--- config.mk ---
export PLATFORM = sky130hd
export DESIGN_NAME = iact_router_tx
export DESIGN_NICKNAME = d
export VERILOG_FILES = /design/src/rtl/iact_tx_pkg.sv /design/src/rtl/iact_tx_fifo2.sv /design/src/rtl/iact_router_tx.sv
export SDC_FILE = /design/constraint.sdc
export NUM_CORES = 1
export LEC_CHECK = 0
export CELL_PAD_IN_SITES_DETAIL_PLACEMENT = 0
export CELL_PAD_IN_SITES_GLOBAL_PLACEMENT = 1
export CORE_AREA = 2 2 133 135
export DETAILED_ROUTE_END_ITERATION = 12
export DIE_AREA = 0 0 135 137
export GPL_ROUTABILITY_DRIVEN = 0
export PLACE_DENSITY_LB_ADDON = 0.1
export SYNTH_ARGS = -nofsm -noshare
export SYNTH_HDL_FRONTEND = slang
export SYNTH_SLANG_ARGS = --single-unit
--- constraint.sdc ---
create_clock -name clk -period 5.5 [get_ports clk]
set_clock_uncertainty 0.15 [all_clocks]
set_input_delay 0.55 -clock clk [delete_from_list [all_inputs] [get_ports clk]]
set_output_delay 0.55 -clock clk [all_outputs]
set_load 0.01 [all_outputs]
--- src/rtl/iact_tx_pkg.sv ---
// Shared widths and FSM encoding for the router-side iact transmitter.
package iact_tx_pkg;

    localparam int ADDR_W  = 8;
    localparam int DATA_W  = 13;
    localparam int SRAM_AW = 10;
    localparam int LEN_W   = 10;

    typedef enum logic [1:0] {
        IDLE = 2'd0,
        ADDR = 2'd1,
        DATA = 2'd2,
        DONE = 2'd3
    } tx_state_e;

endpackage

--- src/rtl/iact_tx_fifo2.sv ---
// Two-entry FIFO with occupancy count; storage clears on reset so the head reads zero.
module iact_tx_fifo2 #(
    parameter int W = iact_tx_pkg::ADDR_W
) (
    input  logic         clk,
    input  logic         rst,
    input  logic         push,
    input  logic [W-1:0] push_data,
    input  logic         pop,
    output logic [W-1:0] head,
    output logic [1:0]   count
);

    logic [W-1:0] mem [2];
    logic         wr_ptr;
    logic         rd_ptr;

    always_ff @(posedge clk) begin
        if (rst) begin
            mem[0] <= '0;
            mem[1] <= '0;
            wr_ptr <= 1'b0;
            rd_ptr <= 1'b0;
            count  <= 2'd0;
        end else begin
            if (push) begin
                mem[wr_ptr] <= push_data;
                wr_ptr      <= ~wr_ptr;
            end
            if (pop) begin
                rd_ptr <= ~rd_ptr;
            end
            count <= count + 2'(push) - 2'(pop);
        end
    end

    assign head = mem[rd_ptr];

endmodule

--- src/rtl/iact_router_tx.sv ---
// Streams one CSC iact tile (address vector, then data vector) from GLB SRAM
// onto a router port's valid/ready address and data channels.
module iact_router_tx #(
    parameter int ADDR_W  = iact_tx_pkg::ADDR_W,
    parameter int DATA_W  = iact_tx_pkg::DATA_W,
    parameter int SRAM_AW = iact_tx_pkg::SRAM_AW,
    parameter int LEN_W   = iact_tx_pkg::LEN_W
) (
    input  logic               clk,
    input  logic               rst,
    input  logic               start,
    input  logic [SRAM_AW-1:0] addr_base,
    input  logic [LEN_W-1:0]   addr_len,
    input  logic [SRAM_AW-1:0] data_base,
    input  logic [LEN_W-1:0]   data_len,
    output logic               busy,
    output logic               done,
    output logic               addr_rd_en,
    output logic [SRAM_AW-1:0] addr_rd_addr,
    input  logic [ADDR_W-1:0]  addr_rd_data,
    output logic               data_rd_en,
    output logic [SRAM_AW-1:0] data_rd_addr,
    input  logic [DATA_W-1:0]  data_rd_data,
    output logic               iact_address_out_valid,
    input  logic               iact_address_out_ready,
    output logic [ADDR_W-1:0]  iact_address_out_bits,
    output logic               iact_data_out_valid,
    input  logic               iact_data_out_ready,
    output logic [DATA_W-1:0]  iact_data_out_bits
);

    import iact_tx_pkg::*;

    tx_state_e          state;
    logic [SRAM_AW-1:0] addr_base_q, data_base_q;
    logic [LEN_W-1:0]   addr_len_q, data_len_q;
    logic [LEN_W-1:0]   addr_rd_idx, data_rd_idx;
    logic [LEN_W-1:0]   addr_sent, data_sent;
    logic               addr_inflight, data_inflight;
    logic [1:0]         addr_count, data_count;
    logic [2:0]         addr_occ, data_occ;
    logic               addr_pop, data_pop;
    logic               addr_last, data_last;

    assign addr_pop  = iact_address_out_valid && iact_address_out_ready;
    assign data_pop  = iact_data_out_valid && iact_data_out_ready;
    assign addr_last = addr_pop && (addr_sent == addr_len_q - LEN_W'(1));
    assign data_last = data_pop && (data_sent == data_len_q - LEN_W'(1));

    // Credit: buffered words plus the one in flight, less what leaves this cycle, must stay under 2.
    assign addr_occ = 3'(addr_count) + 3'(addr_inflight) - 3'(addr_pop);
    assign data_occ = 3'(data_count) + 3'(data_inflight) - 3'(data_pop);

    assign addr_rd_en   = (state == ADDR) && (addr_rd_idx != addr_len_q) && (addr_occ < 3'd2);
    assign data_rd_en   = (state == DATA) && (data_rd_idx != data_len_q) && (data_occ < 3'd2);
    assign addr_rd_addr = addr_base_q + SRAM_AW'(addr_rd_idx);
    assign data_rd_addr = data_base_q + SRAM_AW'(data_rd_idx);

    assign busy = (state != IDLE);
    assign done = (state == DONE);

    assign iact_address_out_valid = (addr_count != 2'd0);
    assign iact_data_out_valid    = (data_count != 2'd0);

    always_ff @(posedge clk) begin
        if (rst) begin
            state         <= IDLE;
            addr_base_q   <= '0;
            data_base_q   <= '0;
            addr_len_q    <= '0;
            data_len_q    <= '0;
            addr_rd_idx   <= '0;
            data_rd_idx   <= '0;
            addr_sent     <= '0;
            data_sent     <= '0;
            addr_inflight <= 1'b0;
            data_inflight <= 1'b0;
        end else begin
            addr_inflight <= addr_rd_en;
            data_inflight <= data_rd_en;
            if (addr_rd_en) addr_rd_idx <= addr_rd_idx + LEN_W'(1);
            if (data_rd_en) data_rd_idx <= data_rd_idx + LEN_W'(1);
            if (addr_pop)   addr_sent   <= addr_sent + LEN_W'(1);
            if (data_pop)   data_sent   <= data_sent + LEN_W'(1);

            case (state)
                IDLE: begin
                    if (start) begin
                        addr_base_q <= addr_base;
                        data_base_q <= data_base;
                        addr_len_q  <= addr_len;
                        data_len_q  <= data_len;
                        addr_rd_idx <= '0;
                        data_rd_idx <= '0;
                        addr_sent   <= '0;
                        data_sent   <= '0;
                        if (addr_len != '0)      state <= ADDR;
                        else if (data_len != '0) state <= DATA;
                        else                     state <= DONE;
                    end
                end
                ADDR: begin
                    if (addr_last) state <= (data_len_q != '0) ? DATA : DONE;
                end
                DATA: begin
                    if (data_last) state <= DONE;
                end
                default: state <= IDLE;
            endcase
        end
    end

    iact_tx_fifo2 #(.W(ADDR_W)) u_addr_fifo (
        .clk       (clk),
        .rst       (rst),
        .push      (addr_inflight),
        .push_data (addr_rd_data),
        .pop       (addr_pop),
        .head      (iact_address_out_bits),
        .count     (addr_count)
    );

    iact_tx_fifo2 #(.W(DATA_W)) u_data_fifo (
        .clk       (clk),
        .rst       (rst),
        .push      (data_inflight),
        .push_data (data_rd_data),
        .pop       (data_pop),
        .head      (iact_data_out_bits),
        .count     (data_count)
    );

endmodule

==> results of run 1 <==
==> Yosys cell counts (all sizes together) (4+ instances only) <==
master / instances / area share, %
o21bai: 4 / 0.42
inv: 35 / 1.8
or2: 4 / 0.35
nor3: 11 / 0.84
or3: 4 / 0.35
dfxtp: 94 / 26
nor2b: 10 / 0.87
o21ai: 9 / 0.63
fa: 4 / 1.1
and3: 13 / 1.1
xnor2: 37 / 4.5
nand3: 16 / 1.1
clkbuf: 30 / 1.6
xor2: 61 / 7.4
nand4: 17 / 1.5
nor3b: 5 / 0.52
mux2: 22 / 3.5
and4: 4 / 0.51
a21oi: 63 / 4.4
nand3b: 4 / 0.42
nor4: 11 / 0.96
edfxtp: 42 / 18
a21o: 6 / 0.63
nor2: 60 / 3.1
ha: 33 / 5.8
buf: 4 / 0.33
nand2: 104 / 5.4
and2: 43 / 3.7
==> how the worst min path moves through the flow <==
stage / start / endpoint / slack, ns / cells after the start
floorplan: addr_base_q[0] / addr_base_q[0] / 0.29 / 2
global placement: addr_base_q[3] / addr_base_q[3] / 0.30 / 2
detailed placement: addr_base_q[8] / addr_base_q[8] / 0.31 / 2
CTS: addr_base_q[8] / addr_base_q[8] / 0.32 / 2
global route: addr_base_q[0] / addr_base_q[0] / 0.33 / 2
finish: addr_base_q[2] / addr_base_q[2] / 0.31 / 2
==> layout make-up <==
type / count / area share, %
clock inverters: 13 / 2.22
clock buffers: 18 / 4.70
well taps: 225 / 3.09
repair buffers: 118 / 12.7
multi-input cells: 573 / 41.4
flip-flops and latches: 136 / 34.5
inverters: 35 / 1.44
==> per-layer routing <==
metal	routed length [um]	vias to the layer above	track usage [%]
met4	194	0	5.79
met5	0	-	0
met3	807	19	4.70
li1	-	2862	-
met2	8010	131	32.2
met1	7820	2682	23.6
==> critical path: stages <==
cell,delay [ns]
clkdlybuf4s50_1,0.40
o21ai_1,0.24
inv_1,0.16
ha_1,0.30
inv_1,0.04
ha_1,0.18
fa_1,0.45
nand3b_1,0.20
a31oi_1,0.16
buf_4,0.21
clkdlybuf4s50_1,0.58
==> cells in the final DEF (no fill, tap or decap), types with 11 or more instances in the layout <==
| cell type | Yosys | final |
|---|---|---|
| clkdlybuf4s50_1 | 0 | 111 |
| nand2_1 | 104 | 104 |
| dfxtp_1 | 94 | 94 |
| a21oi_1 | 63 | 63 |
| xor2_1 | 61 | 61 |
| nor2_1 | 60 | 59 |
| and2_1 | 43 | 43 |
| edfxtp_1 | 42 | 42 |
| xnor2_1 | 37 | 37 |
| inv_1 | 35 | 35 |
| ha_1 | 33 | 33 |
| mux2_2 | 22 | 22 |
| nand4_1 | 17 | 17 |
| clkbuf_16 | 0 | 17 |
| nand3_1 | 16 | 16 |
| and3_1 | 13 | 13 |
| nor4_1 | 11 | 11 |
==> power breakdown <==
part           total [mW]  switching [mW]  internal, mW
Clock                1.23           0.426         0.800
Combinational        1.01           0.505         0.509
Sequential           1.28           0.125          1.15
==> per-stage QoR <==
step / utilization [%] / hold WS [ns] / cells
after floorplan: - / 0.291 / 778
after global placement: 49.8 / 0.299 / 1087
after detailed placement: 49.8 / 0.307 / 1087
after CTS: 53.5 / 0.316 / 1118
after global routing: 53.5 / 0.334 / 1118
final: 53.5 / 0.311 / 1118
==> state kept, by name, summed over array words and instances, names as in the netlist, 2 cells and up, named ones only <==
name	cells
u_data_fifo.count	2
addr_base_q	10
u_addr_fifo.count	2
addr_sent	10
addr_rd_idx	10
u_data_fifo.mem	26
data_base_q	10
data_len_q	10
data_rd_idx	10
u_addr_fifo.mem	16
state	2
addr_len_q	10
data_sent	10
==> logic make-up (layout without fill, tap and decap cells) <==
group / Yosys count / after routing / share of synthesized area [%]
simple gates: 312 / 312 / 21.5
flops: 136 / 136 / 43.8
compound gates: 103 / 103 / 8.56
xor+xnor: 98 / 98 / 12.0
buf+inv: 69 / 184 / 3.73
fa+ha+maj: 37 / 37 / 6.87
mux: 23 / 23 / 3.59
==> run summary, run 1 <==
Initial antenna violation count = 0
Max FO, Critical Path = 11
Core Footprint = 17100 sq um
Sequential cell area = 3140 sq um
Worst IR Drop VDD = 0.240 mV
DIE AREA = 18500 sq um
Dpl ws = 1.35 ns
Final setup viols = 0
WL per Instance = 15.1 um
CP endpoint = addr_rd_en
Number of synthesized flops with an enable pin = 42
Vias per cell = 5.09
Die H = 137 um
Period Utilization, post-route = 75.8%
Hold WC Path Type = flop to flop
Startpoint Class = primary input
Yosys warnings = 0
Finished Cell Area = 9120 sq um
Relative slew slack = 12.9%
Syn Nets = 881
Worst r2r path cells = 13
CTS Root Cell = clkbuf_16
Synth async-reset ratio = 0%
Synth Area per Inst = 9.23 sq um
Residual DRC = 0
Final TNS setup = 0 ns
Worst r2r src = u_addr_fifo.count[1]
CTS clock-pin slew for the worst setup and hold paths = 0.06 ns
Area Overhead vs Synth = 27.1%
Largest net degree at the start of global routing = 44
Post-CTS Repair Setup Buffers = 0
Final #Nets = 984
Post-Synthesis Cell Area = 7180 sq um
Tot Pwr = 3.52 mW
Fillers = 1596
RR Endpoint = addr_rd_idx[9]
Worst EP required = 4.80 ns
CP Class = primary input to output port
Distinct cells, synth = 51
H-tree depth = 4
Via count = 5694
R2R setup slack = 2.17 ns
Register area share after synthesis = 43.8%
CTS Sinks = 136
Drt pass-1 iters = 5
Remaining antenna violation count after routing = 0
Max-cap viol count = 0
Slew @ Worst Pin = 1.30 ns
# hold bufs at CTS = 0
Post-DP Area = 8490 sq um
Layout cells sized above 1 = 7.50%
Post-synthesis register bit count = 136
Outcome = completed
Multi-input gate area = 3770 sq um
Slew Limit Fails = 0
Power per Cell Area = 386 nW/um^2
Crit. End Element = output port
RSZ-0062 raised after global routing = false
Total GRT Usage = 18.9%
Pleak = 3.70 nW
Crit path time final = 4.17 ns
Port bufs = 112
Initial Util = 42.1%
Width of the die = 135 um
Total wire length = 16800 um
Overflow after GRT = 0
Post-DP HPWL = 12000 um
Row Count = 48
Crit path from = iact_address_out_ready
Longest Clk Path Bufs = 2
Initial drt markers = 188
Worst Path Arrival = 3.47 ns
Clk_lat worst skew = 0.42 ns
Fin worst setup slack = 1.33 ns
Cells after Synth = 778
# diodes = 0
CTS tree = built
# IOs = 113
Highest clock rate = 0.240 GHz
Hold Fails Final Rpt = 0
First-pass GRT wire length = 27700 um
Synth Flop Type = dfxtp_1
Number of global-route vias before repair = 5655
# resized after CTS = 0
CTS Buf Count = 17
No activity file was read; power rests on OpenSTA's default activity.
==> inputs of run 2 (changes only) <==
--- a/config.mk
+++ b/config.mk
@@ -7,9 +7,9 @@
 export LEC_CHECK = 0
 export CELL_PAD_IN_SITES_DETAIL_PLACEMENT = 0
 export CELL_PAD_IN_SITES_GLOBAL_PLACEMENT = 1
-export CORE_AREA = 2 2 133 135
+export CORE_AREA = 2 2 136 138
 export DETAILED_ROUTE_END_ITERATION = 12
-export DIE_AREA = 0 0 135 137
+export DIE_AREA = 0 0 138 140
 export GPL_ROUTABILITY_DRIVEN = 0
 export PLACE_DENSITY_LB_ADDON = 0.1
 export SYNTH_ARGS = -nofsm -noshare
==> constraint.sdc (replaced) <==
create_clock -name clk -period 4.1 [get_ports clk]
set_clock_uncertainty 0.15 [all_clocks]
set_input_delay 0.41 -clock clk [delete_from_list [all_inputs] [get_ports clk]]
set_output_delay 0.41 -clock clk [all_outputs]
set_load 0.01 [all_outputs]
==> run 2 against run 1 <==
  * Worst setup slack worse by 0.91 ns
  * Clock power rose by 28%
  * Non-clock buffer count increased by 4
  * Via count decreased by 0.44%
  * First-iteration DRC count up 41%
  * Clock-buffer cell count grew 1
  * Power increased by 33%
  * Combinational power rose by 36%
  * Critical endpoint is now addr_rd_addr[9]
==> run summary, run 2 (synthesis gave the netlist of run 1 again) <==
Outcome = completed (unchanged)
Layout cells sized above 1 = 8.02% (was 7.50%)
Highest clock rate = 0.272 GHz
Slew Limit Fails = 0 (unchanged)
# diodes = 0 (unchanged)
Row Count = 49 (was 48)
Sequential cell area = 3140 sq um (unchanged)
# resized after CTS = 0 (unchanged)
Final #Nets = 988 (was 984)
RSZ-0062 raised after global routing = false (unchanged)
CTS Buf Count = 17 (unchanged)
Multi-input gate area = 3770 sq um (about the same)
Area Overhead vs Synth = 27.3% (was 27.1%)
Vias per cell = 5.03 (was 5.09)
CTS clock-pin slew for the worst setup and hold paths = 0.06 ns (about the same)
Overflow after GRT = 0 (unchanged)
Startpoint Class = flop (was primary input)
Clk_lat worst skew = 0.42 ns (about the same)
CTS tree = built (unchanged)
Hold WS = 0.312 ns (was 0.311 ns)
Largest net degree at the start of global routing = 41 (was 44)
First-pass GRT wire length = 28300 um (was 27700 um)
Residual DRC = 0 (unchanged)
Width of the die = 138 um (was 135 um)
Final TNS setup = 0 ns (unchanged)
Remaining antenna violation count after routing = 0 (unchanged)
Most frequent cells in the layout = clkdlybuf4s50_1, nand2_1, dfxtp_1 (unchanged)
Fin worst setup slack = 0.417 ns (was 1.33 ns)
Fillers = 1655 (was 1596)
Most common cell after layout, fill and taps aside = clkdlybuf4s50_1 (unchanged)
Period Utilization, post-route = 89.8%
Max FO, Critical Path = 6 (was 11)
Slew @ Worst Pin = 0.824 ns (was 1.30 ns)
Cell Count Post-Placement = 1095 (was 1087)
Worst Path Arrival = 3.12 ns (was 3.47 ns)
Worst r2r src = u_addr_fifo.count[1] (unchanged)
# IOs = 113 (unchanged)
WL per Instance = 14.9 um (was 15.1 um)
H-tree depth = 4 (unchanged)
Initial antenna violation count = 0 (unchanged)
Final setup viols = 0 (unchanged)
Drt pass-1 iters = 4 (was 5)
Via count = 5669 (was 5694)
CTS Sinks = 136 (unchanged)
R2R setup slack = 0.88 ns (was 2.17 ns)
DIE AREA = 19300 sq um (was 18500 sq um)
Post-DP HPWL = 12300 um (was 12000 um)
Relative slew slack = 44.6% (was 12.9%)
Die H = 140 um (was 137 um)
Hold Fails Final Rpt = 0 (unchanged)
Crit path time final = 3.68 ns
Initial drt markers = 265 (was 188)
Total GRT Usage = 17.9% (was 18.9%)
Crit. End Element = output port (unchanged)
CP Class = flop to output port (was primary input to output port)
CP endpoint = addr_rd_addr[9] (was addr_rd_en)
Crit path from = addr_rd_idx[1] (was iact_address_out_ready)
Worst IR Drop VDD = 0.320 mV (was 0.240 mV)
Longest Clk Path Bufs = 2 (unchanged)
RR Endpoint = addr_rd_idx[9] (unchanged)
Largest reg by FF count = u_data_fifo.mem (unchanged)
Max-cap viol count = 0 (unchanged)
Worst r2r path cells = 13 (unchanged)
Post-layout util = 51.4% (was 53.5%)
Port bufs = 112 (unchanged)
Dpl ws = 0.485 ns (was 1.35 ns)
CTS Root Cell = clkbuf_16 (unchanged)
Core Footprint = 17800 sq um (was 17100 sq um)
Regs by FF count = u_data_fifo.mem x26, u_addr_fifo.mem x16 (unchanged)
Power per Cell Area = 511 nW/um^2 (was 386 nW/um^2)
Pleak = 3.70 nW (about the same)
Initial Util = 40.4% (was 42.1%)
Worst EP required = 3.54 ns (was 4.80 ns)
Max reg flops = 26 (unchanged)
Number of global-route vias before repair = 5728 (was 5655)
Post-CTS Repair Setup Buffers = 0 (unchanged)
# hold bufs at CTS = 0 (unchanged)
Total wire length = 16800 um (about the same)
Hold WC Path Type = flop to flop (unchanged)
Layout Cells excl Fill = 1127 (was 1118)
run 2: cell types whose count changed in the layout (fill, tap and decap cells not counted), sizes merged:
cell and delta:
buf +4, bufinv -2, clkbuf +1, clkinv -3, clkinvlp +4, inv +1
run 2: where the power goes:
group	total [mW]	internal [mW]	switching (mW)
clock network	1.58	0.979	0.603
logic	1.37	0.693	0.676
registers	1.71	1.55	0.169
total	4.67	3.22	1.45
run 2: area by class of cell:
cell class / count / area share [%]
clock buffer: 19 / 4.85
timing repair buffer: 122 / 13.0
tap: 229 / 3.14
clock inverter: 13 / 1.88
multi-input combinational: 573 / 41.3
sequential: 136 / 34.4
inverter: 35 / 1.44
run 2: how the worst min path moves through the flow:
stage	start	to	cells after the start
floorplan	addr_base_q[0]	addr_base_q[0]	2
global placement	addr_base_q[3]	addr_base_q[3]	2
detailed placement	data_base_q[4]	data_base_q[4]	2
CTS	data_base_q[4]	data_base_q[4]	2
global route	data_base_q[8]	data_base_q[8]	2
finish	data_base_q[4]	data_base_q[4]	2
run 2: worst max-delay path, stage by stage, from the launching register on:
cell and delay (ns):
dfxtp_1 0.44, ha_1 0.27, a21o_1 0.17, a21oi_1 0.22, o21bai_1 0.10, a21oi_1 0.23
o21ai_0 0.21, or4_1 0.43, and3_1 0.17, clkdlybuf4s50_1 0.47
run 2: routing by layer:
layer	up-vias	routed length [um]	global-route usage, %	part of all wire [%]
li1	2878	-	-	-
met1	2647	8210	24.1	49
met4	0	150	4.30	0.89
met2	130	7710	29.5	46
met5	-	0	0	0
met3	14	749	3.86	4.5
run 2: per-stage QoR:
stage          power, mW  cell area (sq um)
3_5_place_dp        3.12               8520
5_1_grt             4.95               9140
6_report            4.67               9140
2_1_floorplan       2.58               7180
3_3_place_gp        3.09               8520
4_1_cts             4.72               9140
==> RTL change 1, RTL diff (config.mk and constraints of run 2) <==
The package constant `DATA_W` goes from 13 to 11.
--- a/src/rtl/iact_tx_pkg.sv
+++ b/src/rtl/iact_tx_pkg.sv
@@ -2,7 +2,7 @@
 package iact_tx_pkg;
 
     localparam int ADDR_W  = 8;
-    localparam int DATA_W  = 13;
+    localparam int DATA_W  = 11;
     localparam int SRAM_AW = 10;
     localparam int LEN_W   = 10;
 
Ports: changed (resized data_rd_data and iact_data_out_bits); port bits go from 113 to 109. The function was not compared with the original's and may differ.
==> RTL change 1 against run 2 <==
  * Cell area fell by 2.8%
  * Sequential cell count fell by 4
  * Synthesized area fell by 2.9%
  * Wire length fell by 2.9%
  * Largest power group unchanged
  * Setup slack got worse by 0.17 ns
  * Power fell by 0.59%
  * Critical path type unchanged
  * Sequential share of layout area fell by 0.37 points
  * Non-clock buffer count fell by 3
  * Largest cell class unchanged
==> RTL change 1: results (changes against run 2) <==
status finished clean; All-Layer GR Usage 17.5% (-0.44 points); VDD IR max 0.000311 V (-2.8%); cell area after placement 8280 sq um (-2.9%); buffers added on ports 108 (-3.6%); synth top area cells dfxtp_1, edfxtp_1, xor2_1, ha_1, nand2_1; Arr. time, crit path 3.29 ns (+0.17 ns); number of vias per cell 4.95 (-1.5%); CP Max Fanout 4 (-2); global-route wire length before repair 27300 microns (-3.4%); Post-synth top cells nand2_1, dfxtp_1, a21oi_1, xor2_1, nor2_1; 1st-pass router iterations 7 (+3); R2R Setup Slk 0.77 ns (-0.11 ns); number of global-route vias before repair 5524 (-3.6%); Min-Delay Endpoint data_base_q[0]; detailed placer's ending HPWL 12100 microns (-1.5%); worst r2r src u_addr_fifo.count[1]; fraction of layout cells with a size suffix above 1 8.11% (+0.096 points); Mapped Nets 859 (-2.5%); DRT iter0 DRCs 227 (-14%); LEAKAGE 3.60 nW (-2.7%); beginning of the worst hold path data_base_q[0]; Reg-to-Reg End addr_rd_idx[6]; Final nets 963 (-2.5%); fillers 1670 (+0.91%); EDFF count, synth 38 (-9.5%); sequential fraction of the synthesis area 43.4% (-0.42 points); reg2reg path depth 14 (+1); Int Power 3.18 mW (-1.3%); WL per Instance 14.8 microns (-0.89%)
## RTL change 1: cell count changes after synthesis, moves of 4 or more
cell,before,now
nand4_1,17,7
nand3_1,16,20
edfxtp_1,42,38
and3_1,13,17
or3_1,4,0
inv_1,35,30
## RTL change 1: layout make-up
type	instances	area share (%)
Sequential cell	132	34.0
Timing Repair Buffer	119	13.0
Clock inverter	14	2.00
Tap cell	229	3.23
Clock buffer	18	4.83
Inverter	31	1.31
Multi-Input combinational cell	561	41.6
## RTL change 1: stage by stage
step	setup slack [ns]	std cells	utilization, %	power [mW]	hold WS, ns
floorplan	0.683	758	-	2.57	0.291
global placement	0.444	1072	46.6	3.09	0.298
detailed placement	0.435	1072	46.6	3.13	0.305
CTS	0.223	1104	50.0	4.70	0.315
global route	0.0685	1104	50.0	4.92	0.326
finish	0.247	1104	50.0	4.64	0.311
## RTL change 1: per-layer routing
metal | track usage (%) | up-vias | wire [microns]
li1 | - | 2792 | -
met1 | 22.2 | 2532 | 7760
met2 | 28.9 | 127 | 7640
met3 | 3.97 | 17 | 661
met4 | 6.77 | 0 | 263
met5 | 0 | - | 0
## RTL change 1: cell families (layout without fill, tap and decap cells)
kind of cell	count (synthesis)	count (layout)	share of synthesized area, %
compound gates	101	101	8.92
flops	132	132	43.4
mux	20	20	3.23
buf+inv	65	182	3.68
fa+ha+maj	37	37	7.07
xor+xnor	97	97	12.2
simple gates	306	306	21.6
## RTL change 1: worst max path at each step
| stage | start | to | slack (ns) |
|---|---|---|---|
| final | u_addr_fifo.count[1] | addr_rd_en | 0.25 |
| after global routing | u_addr_fifo.count[1] | addr_rd_en | 0.07 |
| after CTS | u_addr_fifo.count[1] | addr_rd_en | 0.22 |
| after detailed placement | iact_data_out_ready | data_rd_en | 0.43 |
| after global placement | iact_address_out_ready | addr_rd_en | 0.44 |
| after floorplan | u_data_fifo.count[1] | data_rd_idx[6] | 0.68 |
## RTL change 1: critical path, stage by stage, from the launching register on
cell and delay (ns):
dfxtp_1 0.33, or2_2 0.28, nand2_1 0.13, clkinv_1 0.10
ha_1 0.27, inv_1 0.04, ha_1 0.18, fa_1 0.45
nand3b_1 0.19, a31oi_1 0.29, clkdlybuf4s50_1 0.61
## RTL change 1: power by group through the flow
stage          sequential, mW  clock (mW)  combinational [mW]
2_1_floorplan            1.61           0               0.960
3_3_place_gp             1.70           0                1.39
3_5_place_dp             1.71           0                1.42
4_1_cts                  1.68        1.59                1.43
5_1_grt                  1.70        1.65                1.57
6_report                 1.68        1.55                1.41
==> RTL change 2, RTL diff (flow settings as in run 2) <==
Made on the original files. Reset style: asynchronous (`rst`), changed in 2 clocked blocks.
--- a/src/rtl/iact_tx_fifo2.sv
+++ b/src/rtl/iact_tx_fifo2.sv
@@ -15,7 +15,7 @@
     logic         wr_ptr;
     logic         rd_ptr;
 
-    always_ff @(posedge clk) begin
+    always_ff @(posedge clk or posedge rst) begin
         if (rst) begin
             mem[0] <= '0;
             mem[1] <= '0;
--- a/src/rtl/iact_router_tx.sv
+++ b/src/rtl/iact_router_tx.sv
@@ -62,7 +62,7 @@
     assign iact_address_out_valid = (addr_count != 2'd0);
     assign iact_data_out_valid    = (data_count != 2'd0);
 
-    always_ff @(posedge clk) begin
+    always_ff @(posedge clk or posedge rst) begin
         if (rst) begin
             state         <= IDLE;
             addr_base_q   <= '0;
Behaviour: differs if rst is asserted again (counterexample within 4 cycles, from zero or initial values and one cycle with rst high); with rst held inactive, the same outputs for 4 cycles.
==> RTL change 2 against run 2 <==
  * Core utilization grew 2.0 points
  * Hold slack gained 0.018 ns
  * Synthesized area grew 4.1%
  * Setup slack lost 0.21 ns
  * Cell area grew 4.0%
  * Sequential cell count shrank 2
  * Cell count shrank 2.0%
  * Count of clock-buffer cells in the layout shrank 1
  * Sequential share of layout area grew 0.90 points
  * Wire length grew 7.6%
  * Fmax shrank 5.5%
  * Via count grew 1.1%
  * Critical path type unchanged
  * Critical endpoint is now addr_rd_en
  * Largest cell class unchanged
Power is not compared: it rests on default switching activity, and its combinational part moved more than twofold at a synthesized area within 25%.
==> RTL change 2: results (changes against run 2) <==
number of global-route vias before repair 5947 (+3.8%); synth top area cells dfrtp_1, mux2_2, xor2_1, nand2_1, ha_1; fillers 1590 (-3.9%); Arr. time, crit path 3.34 ns (+0.22 ns); WL per Instance 16.4 microns (+9.7%); mux contribution to synthesized area 10.4% (+6.8 points); fraction of layout cells with a size suffix above 1 13.4% (+5.3 points); Post-synth top cells dfrtp_1, nand2_1, mux2_2; Inst Count DP 1073 (-2.0%); number of vias per cell 5.19 (+3.1%); reg2reg path depth 14 (+1); max_slew headroom 17.0% (-28 points); Post-Syn Instances 746 (-4.1%); LEAKAGE approximately 4.4 nW; sequential fraction of the synthesis area 44.9% (+1.1 points); Synth cell types 52 (+2.0%); CP Max Fanout 2 (-4); Mapped Nets 848 (-3.7%); status finished clean; CTS clk-pin slew, worst paths 0.06 ns (about the same); detailed placer's ending HPWL 13100 microns (+6.7%); global-route wire length before repair 30200 microns (+6.9%); All-Layer GR Usage 19.3% (+1.4 points); Synth Area in XOR/XNOR 11.4% (-0.59 points); DRT iter0 DRCs 215 (-19%); Final nets 965 (-2.3%); largest net degree at the start of global routing 84 (+100%); Synth async-reset ratio 100% (+100 points); final wirelength 18100 microns (+7.6%); Synth Area in Adders 6.43% (-0.44 points); 1st-pass router iterations 4 (unchanged); Yosys top cell by area dfrtp_1; Synth Area in Compound Gates 6.58% (-2.0 points)
## RTL change 2: cell count changes in the layout (fill, tap and decap cells not counted), sizes merged, moves of 5 or more
cell           run 2  this run
nand3             16         8
a21oi             63        13
nand2            104       132
o21ai              9        27
mux2              22        65
dfrtp              0       134
edfxtp            42         0
inv               37        31
nand2b             1         7
nor3b              5         0
dfxtp             94         0
and2              43         4
## RTL change 2: per-layer routing
layer  wire length, microns  GRT usage, %  part of all wire [%]  vias up
li1                       -             -                     -     2799
met5                      0             0                     0        -
met4                    160          4.19                  0.88        0
met1                   7820          23.0                    43     2810
met2                   9410          35.3                    52      107
met3                    697          4.85                   3.9       14
## RTL change 2: final timing paths
path                                 startpoint                 end  slack, ns
max in group asynchronous                   rst       addr_len_q[5]       2.51
setup / recovery           u_addr_fifo.count[1]          addr_rd_en       0.20
hold reg to reg                  data_base_q[3]      data_base_q[3]       0.33
min in group asynchronous                   rst  u_data_fifo.mem[4]       0.38
setup reg to reg           u_addr_fifo.count[1]      addr_rd_idx[7]       0.69
hold / removal                   data_base_q[3]      data_base_q[3]       0.33
## RTL change 2: worst max-delay path: stages, from the launching register on
cell	delay [ns]
dfrtp_1	0.40
inv_1	0.11
nand2_1	0.07
and2_1	0.17
ha_1	0.28
inv_1	0.04
ha_1	0.18
fa_1	0.47
or3_1	0.38
a31oi_2	0.23
clkdlybuf4s50_1	0.58
## RTL change 2: per-stage QoR
step                worst slack (ns)  instance area [sq um]  utilization, %
floorplan                      0.569                   7480               -
global placement               0.444                   8880            50.0
detailed placement             0.405                   8880            50.0
CTS                            0.159                   9500            53.4
global route                  0.0250                   9500            53.4
finish                         0.203                   9500            53.4
## RTL change 2: where the power goes
group | leakage, nW | switching [mW] | total (mW) | internal [mW]
registers | 1.69 | 0.516 | 2.35 | 1.83
clock network | 0.285 | 0.615 | 1.59 | 0.977
logic | 2.37 | 1.40 | 3.04 | 1.64
## RTL change 2: kinds of logic after synthesis
family,after synthesis
XOR/XNOR,97
adder cells (fa/ha/maj),36
flip-flops,134
AO/OA/AOI/OAI,73
buffers and inverters,55
AND/OR/NAND/NOR,282
multiplexers,69
## RTL change 2: layout make-up
type	count	area, sq um	share of cell area (%)
multi-input cells	557	3910	41.2
well taps	229	287	3.02
clock buffers	18	439	4.62
inverters	30	116	1.22
repair buffers	123	1220	12.8
flip-flops and latches	134	3350	35.3
clock inverters	14	176	1.86
